==> src/rtl/pipe_ctrl_pkg.sv <==
// Shared types and constants for the pipeline stall/flush sequencer.
package pipe_ctrl_pkg;

    localparam int unsigned RegAw   = 5;
    localparam int unsigned ZeroReg = 0;

    typedef enum logic [1:0] {
        StRun,
        StMemWait,
        StErr
    } state_e;

    typedef struct packed {
        logic pc;
        logic if_id;
        logic id_ex;
        logic ex_mem;
        logic mem_wb;
    } stage_en_t;

    typedef struct packed {
        logic if_id;
        logic id_ex;
        logic ex_mem;
    } stage_flush_t;

    function automatic stage_en_t all_en(input logic v);
        return '{pc: v, if_id: v, id_ex: v, ex_mem: v, mem_wb: v};
    endfunction

endpackage

==> src/rtl/sat_counter.sv <==
// Saturating up-counter with synchronous active-high reset.
module sat_counter #(
    parameter int unsigned W = 16
) (
    input  logic         clk_i,
    input  logic         reset_i,
    input  logic         inc_i,
    output logic [W-1:0] count_o
);

    logic [W-1:0] count_q, count_d;

    always_comb begin
        count_d = count_q;
        if (inc_i && (count_q != {W{1'b1}})) begin
            count_d = count_q + W'(1);
        end
    end

    always_ff @(posedge clk_i) begin
        if (reset_i) begin
            count_q <= '0;
        end else begin
            count_q <= count_d;
        end
    end

    assign count_o = count_q;

endmodule

==> src/rtl/pipe_hazard_ctrl.sv <==
// Stall/flush sequencer for the 5-stage pipeline: load-use interlock, MEM-stage
// redirects and data-memory waits with a watchdog, plus stall/flush counters.
module pipe_hazard_ctrl
    import pipe_ctrl_pkg::*;
#(
    parameter int unsigned REG_AW      = RegAw,
    parameter int unsigned MEM_TIMEOUT = 16,
    parameter int unsigned CNT_W       = 16
) (
    input  logic              clk_i,
    input  logic              reset_i,
    input  logic [REG_AW-1:0] id_rs_i,
    input  logic [REG_AW-1:0] id_rt_i,
    input  logic              id_uses_rs_i,
    input  logic              id_uses_rt_i,
    input  logic              ex_memread_i,
    input  logic              ex_regwrite_i,
    input  logic [REG_AW-1:0] ex_rd_i,
    input  logic              redirect_mem_i,
    input  logic              mem_req_i,
    input  logic              mem_ready_i,
    output logic              pc_en_o,
    output logic              pc_redirect_o,
    output logic              if_id_en_o,
    output logic              id_ex_en_o,
    output logic              ex_mem_en_o,
    output logic              mem_wb_en_o,
    output logic              if_id_flush_o,
    output logic              id_ex_flush_o,
    output logic              ex_mem_flush_o,
    output logic              mem_wb_bubble_o,
    output logic              mem_timeout_err_o,
    output logic [CNT_W-1:0]  stall_cnt_o,
    output logic [CNT_W-1:0]  flush_cnt_o
);

    localparam int unsigned WaitW = $clog2(MEM_TIMEOUT) + 1;

    state_e       state_q, state_d;
    logic [WaitW-1:0] wait_cnt_q, wait_cnt_d;
    logic         err_q, err_d;

    stage_en_t    en;
    stage_flush_t flush;
    logic         bubble;
    logic         redirect;
    logic         stall_inc;
    logic         flush_inc;

    logic mem_stall;
    logic rs_hit;
    logic rt_hit;
    logic load_use;

    assign mem_stall = mem_req_i & ~mem_ready_i;
    assign rs_hit    = id_uses_rs_i & (id_rs_i == ex_rd_i);
    assign rt_hit    = id_uses_rt_i & (id_rt_i == ex_rd_i);
    assign load_use  = ex_memread_i & ex_regwrite_i & (ex_rd_i != REG_AW'(ZeroReg)) &
                       (rs_hit | rt_hit);

    always_comb begin
        en         = all_en(1'b1);
        flush      = '0;
        bubble     = 1'b0;
        redirect   = 1'b0;
        stall_inc  = 1'b0;
        flush_inc  = 1'b0;
        state_d    = state_q;
        wait_cnt_d = '0;
        err_d      = err_q;

        if (reset_i) begin
            en      = all_en(1'b0);
            flush   = '1;
            bubble  = 1'b1;
            state_d = StRun;
            err_d   = 1'b0;
        end else begin
            unique case (state_q)
                StRun, StMemWait: begin
                    if (mem_stall) begin
                        // Upstream is frozen, so redirect/load-use re-present next cycle.
                        en         = all_en(1'b0);
                        bubble     = 1'b1;
                        stall_inc  = 1'b1;
                        wait_cnt_d = wait_cnt_q + WaitW'(1);
                        if ((state_q == StMemWait) &&
                            (wait_cnt_q == WaitW'(MEM_TIMEOUT - 1))) begin
                            state_d = StErr;
                            err_d   = 1'b1;
                        end else begin
                            state_d = StMemWait;
                        end
                    end else begin
                        state_d = StRun;
                        if (redirect_mem_i) begin
                            redirect  = 1'b1;
                            flush     = '1;
                            flush_inc = 1'b1;
                        end else if (load_use) begin
                            en.pc       = 1'b0;
                            en.if_id    = 1'b0;
                            flush.id_ex = 1'b1;
                            stall_inc   = 1'b1;
                        end
                    end
                end
                StErr: begin
                    en     = all_en(1'b0);
                    bubble = 1'b1;
                    err_d  = 1'b1;
                end
                default: begin
                    state_d = StRun;
                end
            endcase
        end
    end

    always_ff @(posedge clk_i) begin
        if (reset_i) begin
            state_q    <= StRun;
            wait_cnt_q <= '0;
            err_q      <= 1'b0;
        end else begin
            state_q    <= state_d;
            wait_cnt_q <= wait_cnt_d;
            err_q      <= err_d;
        end
    end

    sat_counter #(
        .W (CNT_W)
    ) u_stall_cnt (
        .clk_i   (clk_i),
        .reset_i (reset_i),
        .inc_i   (stall_inc),
        .count_o (stall_cnt_o)
    );

    sat_counter #(
        .W (CNT_W)
    ) u_flush_cnt (
        .clk_i   (clk_i),
        .reset_i (reset_i),
        .inc_i   (flush_inc),
        .count_o (flush_cnt_o)
    );

    assign pc_en_o           = en.pc;
    assign if_id_en_o        = en.if_id;
    assign id_ex_en_o        = en.id_ex;
    assign ex_mem_en_o       = en.ex_mem;
    assign mem_wb_en_o       = en.mem_wb;
    assign if_id_flush_o     = flush.if_id;
    assign id_ex_flush_o     = flush.id_ex;
    assign ex_mem_flush_o    = flush.ex_mem;
    assign mem_wb_bubble_o   = bubble;
    assign pc_redirect_o     = redirect;
    assign mem_timeout_err_o = err_q;

endmodule

==> config.mk <==
export PLATFORM = sky130hd
export DESIGN_NAME = pipe_hazard_ctrl
export DESIGN_NICKNAME = d
export VERILOG_FILES = /design/src/rtl/pipe_ctrl_pkg.sv /design/src/rtl/sat_counter.sv /design/src/rtl/pipe_hazard_ctrl.sv
export SDC_FILE = /design/constraint.sdc
export NUM_CORES = 1
export LEC_CHECK = 0
export CORE_ASPECT_RATIO = 0.7
export CORE_MARGIN = 4
export CORE_UTILIZATION = 46
export DETAILED_ROUTE_END_ITERATION = 7
export GPL_ROUTABILITY_DRIVEN = 0
export GPL_TIMING_DRIVEN = 0
export PLACE_DENSITY = 0.79
export SYNTH_ARGS = -nofsm -noshare
export SYNTH_HDL_FRONTEND = slang
export SYNTH_SLANG_ARGS = --single-unit
==> constraint.sdc <==
create_clock -name clk_i -period 2.7 [get_ports clk_i]
set_clock_uncertainty 0.15 [all_clocks]
set_input_delay 0.54 -clock clk_i [delete_from_list [all_inputs] [get_ports clk_i]]
set_output_delay 0.54 -clock clk_i [all_outputs]
set_load 0.02 [all_outputs]
==> results of run 1 <==
## power breakdown
group | internal (mW) | switching (mW) | total (mW)
Sequential | 0.595 | 0.00651 | 0.601
Clock | 0.209 | 0.205 | 0.414
Combinational | 0.0911 | 0.0855 | 0.177
## cell type report
class,count,share of cell area [%]
Buffer,13,2.93
Inverter,7,0.936
Sequential cell,40,26.0
Timing Repair Buffer,77,23.8
Multi-Input combinational cell,188,41.1
Tap cell,55,2.24
Clock buffer,8,2.93
## sequential cells by signal, summed over array words and instances (netlist names)
register,cells
wait_cnt_q,5
mem_timeout_err_o,1
state_q,2
u_flush_cnt.count_o,16
u_stall_cnt.count_o,16
## synth_stat cells (2+ instances only)
cell type  count  area share (%)
or4_1         10             3.6
or3_1          3            0.89
buf_2          2            0.47
inv_1          7             1.2
o21ai_1        2            0.47
nand3_1       14             3.3
o21ai_0        2            0.47
buf_6          2             1.1
nor2b_1        5             1.5
nor3_1         8             1.9
and3_1         6             1.8
a21oi_1       19             4.5
nand3b_1       3             1.1
ha_1           4             2.4
nor4_2         3             1.8
nand4b_1       2            0.83
nor2_1        24             4.3
xnor2_1       12             5.0
dfxtp_1       40              38
a21o_1         2            0.71
nand2_1       16             2.8
nand4_1        6             1.8
nor4_1         4             1.2
clkbuf_1       5            0.89
nand2b_1       3            0.89
o31ai_1       10             3.6
buf_4          4             1.4
and4_1         5             2.1
and2_1         2            0.59
xor2_1        10             4.1
## critical path, stage by stage
cell	delay (ns)
buf_8	0.10
or4_4	0.54
nor2_4	0.14
nor4_4	0.05
a21o_1	0.22
nor3_4	0.14
buf_4	0.14
buf_6	0.11
## worst min-delay path by stage
stage	from	slack, ns	cells after the start	endpoint
6_report	wait_cnt_q[0]	0.30	1	wait_cnt_q[0]
5_1_grt	wait_cnt_q[0]	0.33	1	wait_cnt_q[0]
4_1_cts	wait_cnt_q[0]	0.30	1	wait_cnt_q[0]
3_5_place_dp	wait_cnt_q[0]	0.29	1	wait_cnt_q[0]
3_3_place_gp	wait_cnt_q[0]	0.28	1	wait_cnt_q[0]
2_1_floorplan	wait_cnt_q[0]	0.27	1	wait_cnt_q[0]
## per-layer routing
metal	vias up	wire [um]	part of all wire (%)	GRT usage (%)
met5	-	0	0	0
met4	0	106	1.8	8.36
met3	12	470	8.1	6.86
met2	81	2590	44	31.8
met1	1013	2660	46	29.2
li1	1063	-	-	-
## cells by family (layout without fill, tap and decap cells)
kind of cell    count (synthesis)  count (layout)  share of synthesized area (%)
simple gates                  118             118                           31.6
compound gates                 43              43                           13.2
flops                          40              40                           37.9
xor+xnor                       22              22                           9.12
buf+inv                        20             105                           5.10
fa+ha+maj                       4               4                           2.37
mux                             1               1                          0.711
## per-stage QoR
| step | hold WS (ns) | instance area [sq um] |
|---|---|---|
| 2_1_floorplan | 0.268 | 2120 |
| 3_3_place_gp | 0.282 | 2850 |
| 3_5_place_dp | 0.292 | 2850 |
| 4_1_cts | 0.302 | 3030 |
| 5_1_grt | 0.333 | 3070 |
| 6_report | 0.303 | 3070 |
## repair_timing
| item | CTS | global route |
|---|---|---|
| setup buffers | 8 | 3 |
| hold endpoints to repair | 0 | 0 |
| pin swaps | 11 | 7 |
| gates resized for setup | 73 | 10 |
| endpoints found under the setup margin | 11 | 9 |
==> metrics, run 1 <==
Routed Wire Length=5.83 mm; Pleak=1.12 nW; Final Critical Period=2.66 ns; setup ws final=0.0367 ns; crit path to=if_id_en_o; FF/Latch Area=801 sq um; worst path required time=2.01 ns; worst reg-to-reg setup slack=0.24 ns; Crit Path Category=input port to output port; multi-input gate area in the final layout=0.00126 sq mm; Bufs on Longest Clock Path=2; Setup violations, final=0; max cap viols=0; Total Power=1.19 mW; DR iter-0 viols=139; Remaining DRCs=0; die area=0.00576 sq mm; H-Tree Depth=2; drt via density=5.59; sequential-to-total area share from yosys stat=37.9%; initial antenna violation count=0; Final period util=98.6%; clock sink count=40; commonest non-fill, non-tap cell in the layout=clkdlybuf4s50_1; TritonCTS clock tree=built; Synth Instances=248; Avg WL per Cell=15.0 um; Synth Net Count=276; first-pass GRT wire length=9.63 mm; Synth-to-Final Area Change=45.6%; max-slew violations=0; worst-case reg-to-reg path depth=8; worst reg2reg path startpoint=u_stall_cnt.count_o[0]; Non-Filler Instances=388; Setup crit start kind=input port; Std-Cell Rows=20; Worst setup EP type=output port; TNS Setup=0 ns; crit path DAT=1.97 ns; via count=2169; port buffer count=66; initial core utilization=48.2%; most frequent cells in the layout=clkdlybuf4s50_1, dfxtp_1, nor2_1; Synth async-reset ratio=0%; chip width=89.0 um; worst min path class=register to register; P per Cell Area=388 mW/mm^2; Critical R2R Capture=u_stall_cnt.count_o[1]; Max Fclk=375 MHz; antenna-violating nets left=0; clock network latency to the later pin of the worst-skew pair=0.29 ns; # fillers=349; prevailing post-synth register cell=dfxtp_1; pin count of the biggest net entering global routing=12; TritonCTS Buffers=5; post-layout util=70.2%; Core Region=0.00438 sq mm; DP HPWL=4.18 mm; Die Y=64.7 um; GRT Util Overall=21.6%; Seq cells post-synth=40; hold-fix buffer count after cts=0; clock root buffer=clkbuf_8; ratio of cells with drive above 1 in the final layout=16.2%; Slew HR=50.9%; Avg Cell Area, Syn=8.52 sq um; Fin. Hold Viols=0; crit path launch=ex_rd_i[4]; worst slew pin tran=0.731 ns; CTS clk-pin slew, worst paths=0.07 ns; final net count=360; Ys Warns=0; peak supply drop=0.000255 V; crit-path max FO=2; TritonRoute pass-1 iters=4; pre-CTS WS=-0.943 ns; number of synthesized flops with an enable pin=0; Mapped Area=0.00211 sq mm; ANT cells=0; Cells after DPL=369; count of different cell masters after synthesis=43; RSZ-0062 raised after global routing=true; number of global-route vias before repair=2048; io pins=67; run status=finished clean; Overflow after GRT=0
(Power assumes the default switching activity.)
==> run 2, diff against run 1 <==
--- a/config.mk
+++ b/config.mk
@@ -12,6 +12,7 @@
 export GPL_ROUTABILITY_DRIVEN = 0
 export GPL_TIMING_DRIVEN = 0
 export PLACE_DENSITY = 0.79
+export REMOVE_ABC_BUFFERS = 1
 export SYNTH_ARGS = -nofsm -noshare
 export SYNTH_HDL_FRONTEND = slang
 export SYNTH_SLANG_ARGS = --single-unit
==> run 2 against run 1 <==
Compared with the run above: sequential share of layout area increased by 1.6 points; register-to-register slack about the same; via count is 5.1% lower; clock-buffer cell count shrank 2; power down 5.0%; routed wire length down 4.9%; clock power shrank 8.2%; worst setup slack gained 0.015 ns; worst hold slack worse by 0.0044 ns; global-route usage shrank 1.6 points; highest routed layer unchanged.
==> metrics, run 2 (synthesis results as in run 1) <==
run status=finished clean; Final period util=98.1%; worst-case reg-to-reg path depth=6; H-Tree Depth=2; Std-Cell Rows=20; clock root buffer=clkbuf_8; port buffer count=66; ANT cells=0; antenna-violating nets left=0; P per Cell Area=390 mW/mm^2; Crit Path Category=input port to output port; DP HPWL=3.72 mm; via count=2059; pin count of the biggest net entering global routing=44; clock sink count=40; Routed Wire Length=5.54 mm; Core Region=0.00438 sq mm; Synth-to-Final Area Change=37.3%; Avg WL per Cell=15.0 um; TritonCTS Buffers=5; clock network latency to the later pin of the worst-skew pair=0.29 ns; worst slew pin tran=0.940 ns; crit path DAT=1.96 ns; Bufs on Longest Clock Path=2; max-slew violations=0; DR iter-0 viols=111; setup ws final=0.0517 ns; Cells after DPL=356; Slew HR=36.7%; CTS clk-pin slew, worst paths=0.07 ns; crit-path max FO=3; Setup violations, final=0; number of global-route vias before repair=1896; initial antenna violation count=0; max cap viols=0; io pins=67; Hold Path Stages=2; die area=0.00576 sq mm; Die Y=64.7 um; Overflow after GRT=0; worst path required time=2.01 ns; Min Hold Slack=0.298 ns; Non-Filler Instances=370; worst min path class=register to register; TritonCTS clock tree=built; most frequent cells in the layout=clkdlybuf4s50_1, dfxtp_1, nor2_1; commonest non-fill, non-tap cell in the layout=clkdlybuf4s50_1; Worst setup EP type=output port; chip width=89.0 um; TritonRoute pass-1 iters=4; Max Fclk=378 MHz; initial core utilization=48.2%; drt via density=5.56; Pleak=1.04 nW; Remaining DRCs=0; Fin. Hold Viols=0; pre-CTS WS=-1.13 ns; final net count=343; Final Critical Period=2.65 ns; peak supply drop=0.000274 V; Setup crit start kind=input port; first-pass GRT wire length=9.03 mm; GRT Util Overall=19.9%; ratio of cells with drive above 1 in the final layout=12.4%
## run 2: layout make-up
type                       count  area (sq um)
fill                         350          1480
sequential                    40           801
inverter                       7          26.3
clock inverter                 1          5.00
timing repair buffer          73           663
tap                           55          68.8
multi-input combinational    188          1260
clock buffer                   6          72.6
## run 2: per-layer routing
layer	track usage (%)	vias up	wire, um
li1	-	1031	-
met1	27.3	959	2610
met2	30.5	58	2610
met3	6.23	11	246
met4	4.83	0	74
met5	0	-	0
## run 2: final timing paths
check                                            start  slack [ns]                endpoint
worst max-delay path                        ex_rd_i[3]        0.05                 pc_en_o
worst min-delay path                 mem_timeout_err_o        0.30       mem_timeout_err_o
worst max register to register  u_stall_cnt.count_o[0]        0.25  u_stall_cnt.count_o[6]
worst min register to register       mem_timeout_err_o        0.30       mem_timeout_err_o
## run 2: stage by stage
step	power (mW)	setup TNS, ns	cell area (sq um)	util (%)
3_3_place_gp	0.757	-25.12	2760	63.0
3_5_place_dp	0.759	-25.11	2760	63.0
4_1_cts	1.13	0	2870	65.6
5_1_grt	1.18	-0.0567	2900	66.2
6_report	1.13	0	2900	66.2
2_1_floorplan	0.676	-0.642	2030	-
## run 2: report_power, final
part,internal [mW],total (mW),leakage (nW),switching (mW)
Sequential,0.595,0.601,0.323,0.00636
Combinational,0.0720,0.151,0.672,0.0786
Clock,0.176,0.380,0.0410,0.204
Total,0.843,1.13,1.04,0.289
## run 2: worst max-delay path, stage by stage
cell    delay (ns)
buf_2         0.14
or4_4         0.54
nor2_4        0.13
nor4_4        0.07
a21o_1        0.22
nor3_2        0.14
buf_4         0.18
## run 2: repair_timing
item,4_1_cts,5_1_grt
setup endpoints to repair,27,6
hold buffers,0,0
gates resized for setup,58,9
pin swaps,5,6
buffers inserted,3,4
cloned,0,0
==> run 3, diff against run 2 <==
==> constraint.sdc (replaced) <==
create_clock -name clk_i -period 2.9 [get_ports clk_i]
set_clock_uncertainty 0.15 [all_clocks]
set_input_delay 0.58 -clock clk_i [delete_from_list [all_inputs] [get_ports clk_i]]
set_output_delay 0.58 -clock clk_i [all_outputs]
set_load 0.02 [all_outputs]
==> run 3 against run 2 <==
Compared with the run above: sequential power shrank 6.8%; largest cell class unchanged; sequential share of layout area grew 0.22 points; flip-flop and latch count is the same; register-to-register slack gained 0.20 ns; critical path depth shrank 1; global-route usage shrank 0.42 points; critical endpoint is now id_ex_en_o; worst hold slack lost 0.00057 ns; worst setup slack gained 0.0048 ns; utilization shrank 0.51 points; routed wire length shrank 5.1%; clock-buffer cell count is the same.
==> metrics, run 3 (synthesis results as in run 1) <==
run status=finished clean; number of global-route vias before repair=1885; worst reg2reg path startpoint=u_stall_cnt.count_o[0]; final net count=339; max cap viols=0; clock sink count=40; initial core utilization=48.2%; GRT Util Overall=19.5%; cell area after placement=0.00276 sq mm; first-pass GRT wire length=8.85 mm; Synth-to-Final Area Change=36.2%; TritonRoute pass-1 iters=4; Hold Crit Start=mem_timeout_err_o; commonest non-fill, non-tap cell in the layout=clkdlybuf4s50_1; clock root buffer=clkbuf_8; Avg WL per Cell=14.4 um; via count=2040; die area=0.00576 sq mm; Hold Path Stages=2; worst slew pin tran=0.913 ns; worst path required time=2.17 ns; ANT cells=0; Std-Cell Rows=20; P per Cell Area=364 mW/mm^2; antenna-violating nets left=0; Setup crit start kind=input port; Routed Wire Length=5.26 mm; Overflow after GRT=0; RSZ-0062 raised after global routing=true; Core Region=0.00438 sq mm; Bufs on Longest Clock Path=2; Critical R2R Capture=u_stall_cnt.count_o[6]; DP HPWL=3.72 mm; most frequent cells in the layout=clkdlybuf4s50_1, dfxtp_1, nor2_1; peak supply drop=0.000257 V; port buffer count=66; Fin. Hold Viols=0; worst reg-to-reg setup slack=0.45 ns; Die Y=64.7 um; TritonCTS Buffers=5; Final Cell Area=0.00288 sq mm; DR iter-0 viols=112; Slew HR=38.6%; Setup violations, final=0; chip width=89.0 um; Worst setup EP type=output port; TritonCTS clock tree=built; Final period util=98.1%; pin count of the biggest net entering global routing=44; FF/Latch Area=801 sq um; Crit Path Category=input port to output port; Pleak=1.01 nW; Max Fclk=352 MHz; H-Tree Depth=2; TNS Setup=0 ns; multi-input gate area in the final layout=0.00125 sq mm; Final Critical Period=2.84 ns; crit path DAT=2.11 ns; worst-case reg-to-reg path depth=6; Worst Hold Path EP=mem_timeout_err_o; clock network latency to the later pin of the worst-skew pair=0.29 ns; initial antenna violation count=0; Remaining DRCs=0; ratio of cells with drive above 1 in the final layout=9.32%; io pins=67; worst min path class=register to register; # fillers=357; CTS clk-pin slew, worst paths=0.07 ns; crit-path max FO=6; max-slew violations=0; drt via density=5.57
[run 3: final cells by class]
class                           instances  share of cell area (%)
Tap cell                               55                    2.39
Clock inverter                          1                   0.174
Inverter                                7                   0.913
Multi-Input combinational cell        188                    43.3
Sequential cell                        40                    27.8
Timing Repair Buffer                   69                    22.8
Clock buffer                            6                    2.52
[run 3: worst max path at each step]
stage / startpoint / endpoint / slack (ns) / depth (start not counted)
final: mem_ready_i / id_ex_en_o / 0.06 / 6
after detailed placement: reset_i / ex_mem_en_o / -1.01 / 4
after CTS: ex_rd_i[1] / if_id_en_o / 0.01 / 7
after global placement: reset_i / id_ex_en_o / -0.98 / 4
after global routing: mem_ready_i / id_ex_en_o / -0.02 / 6
after floorplan: ex_rd_i[0] / if_id_en_o / -0.20 / 5
[run 3: power by group]
| group | switching, mW | internal [mW] | total (mW) |
|---|---|---|---|
| logic | 0.0704 | 0.0660 | 0.136 |
| registers | 0.00587 | 0.554 | 0.560 |
| clock network | 0.189 | 0.164 | 0.352 |
| total | 0.265 | 0.783 | 1.05 |
[run 3: through the flow]
| step | setup slack, ns | hold WS [ns] | power [mW] | utilization, % | std cells |
|---|---|---|---|---|---|
| 5_1_grt | -0.0163 | 0.328 | 1.09 | 65.7 | 366 |
| 2_1_floorplan | -0.201 | 0.268 | 0.629 | - | 235 |
| 6_report | 0.0565 | 0.298 | 1.05 | 65.7 | 366 |
| 4_1_cts | 0.0149 | 0.303 | 1.05 | 65.1 | 364 |
| 3_5_place_dp | -1.01 | 0.291 | 0.707 | 63.0 | 356 |
| 3_3_place_gp | -0.981 | 0.279 | 0.705 | 63.0 | 356 |
[run 3: routing by layer]
| metal | up-vias | GRT usage [%] | share of wire (%) |
|---|---|---|---|
| li1 | 1024 | - | - |
| met1 | 952 | 27.1 | 48 |
| met2 | 51 | 28.8 | 45 |
| met3 | 13 | 6.35 | 4.7 |
| met4 | 0 | 5.58 | 1.8 |
| met5 | - | 0 | 0 |
[run 3: worst max-delay path, stage by stage]
cell,delay (ns)
clkdlybuf4s50_1,0.50
nor2b_4,0.07
nor2b_4,0.15
or3_1,0.37
inv_1,0.10
dlygate4sd2_1,0.34
[run 3: timing repair]
action,4_1_cts,5_1_grt
gates cloned,0,0
setup buffers,1,2
pin swaps,3,5
hold buffers,0,0
gates resized for setup,36,12
setup endpoints to repair,24,7
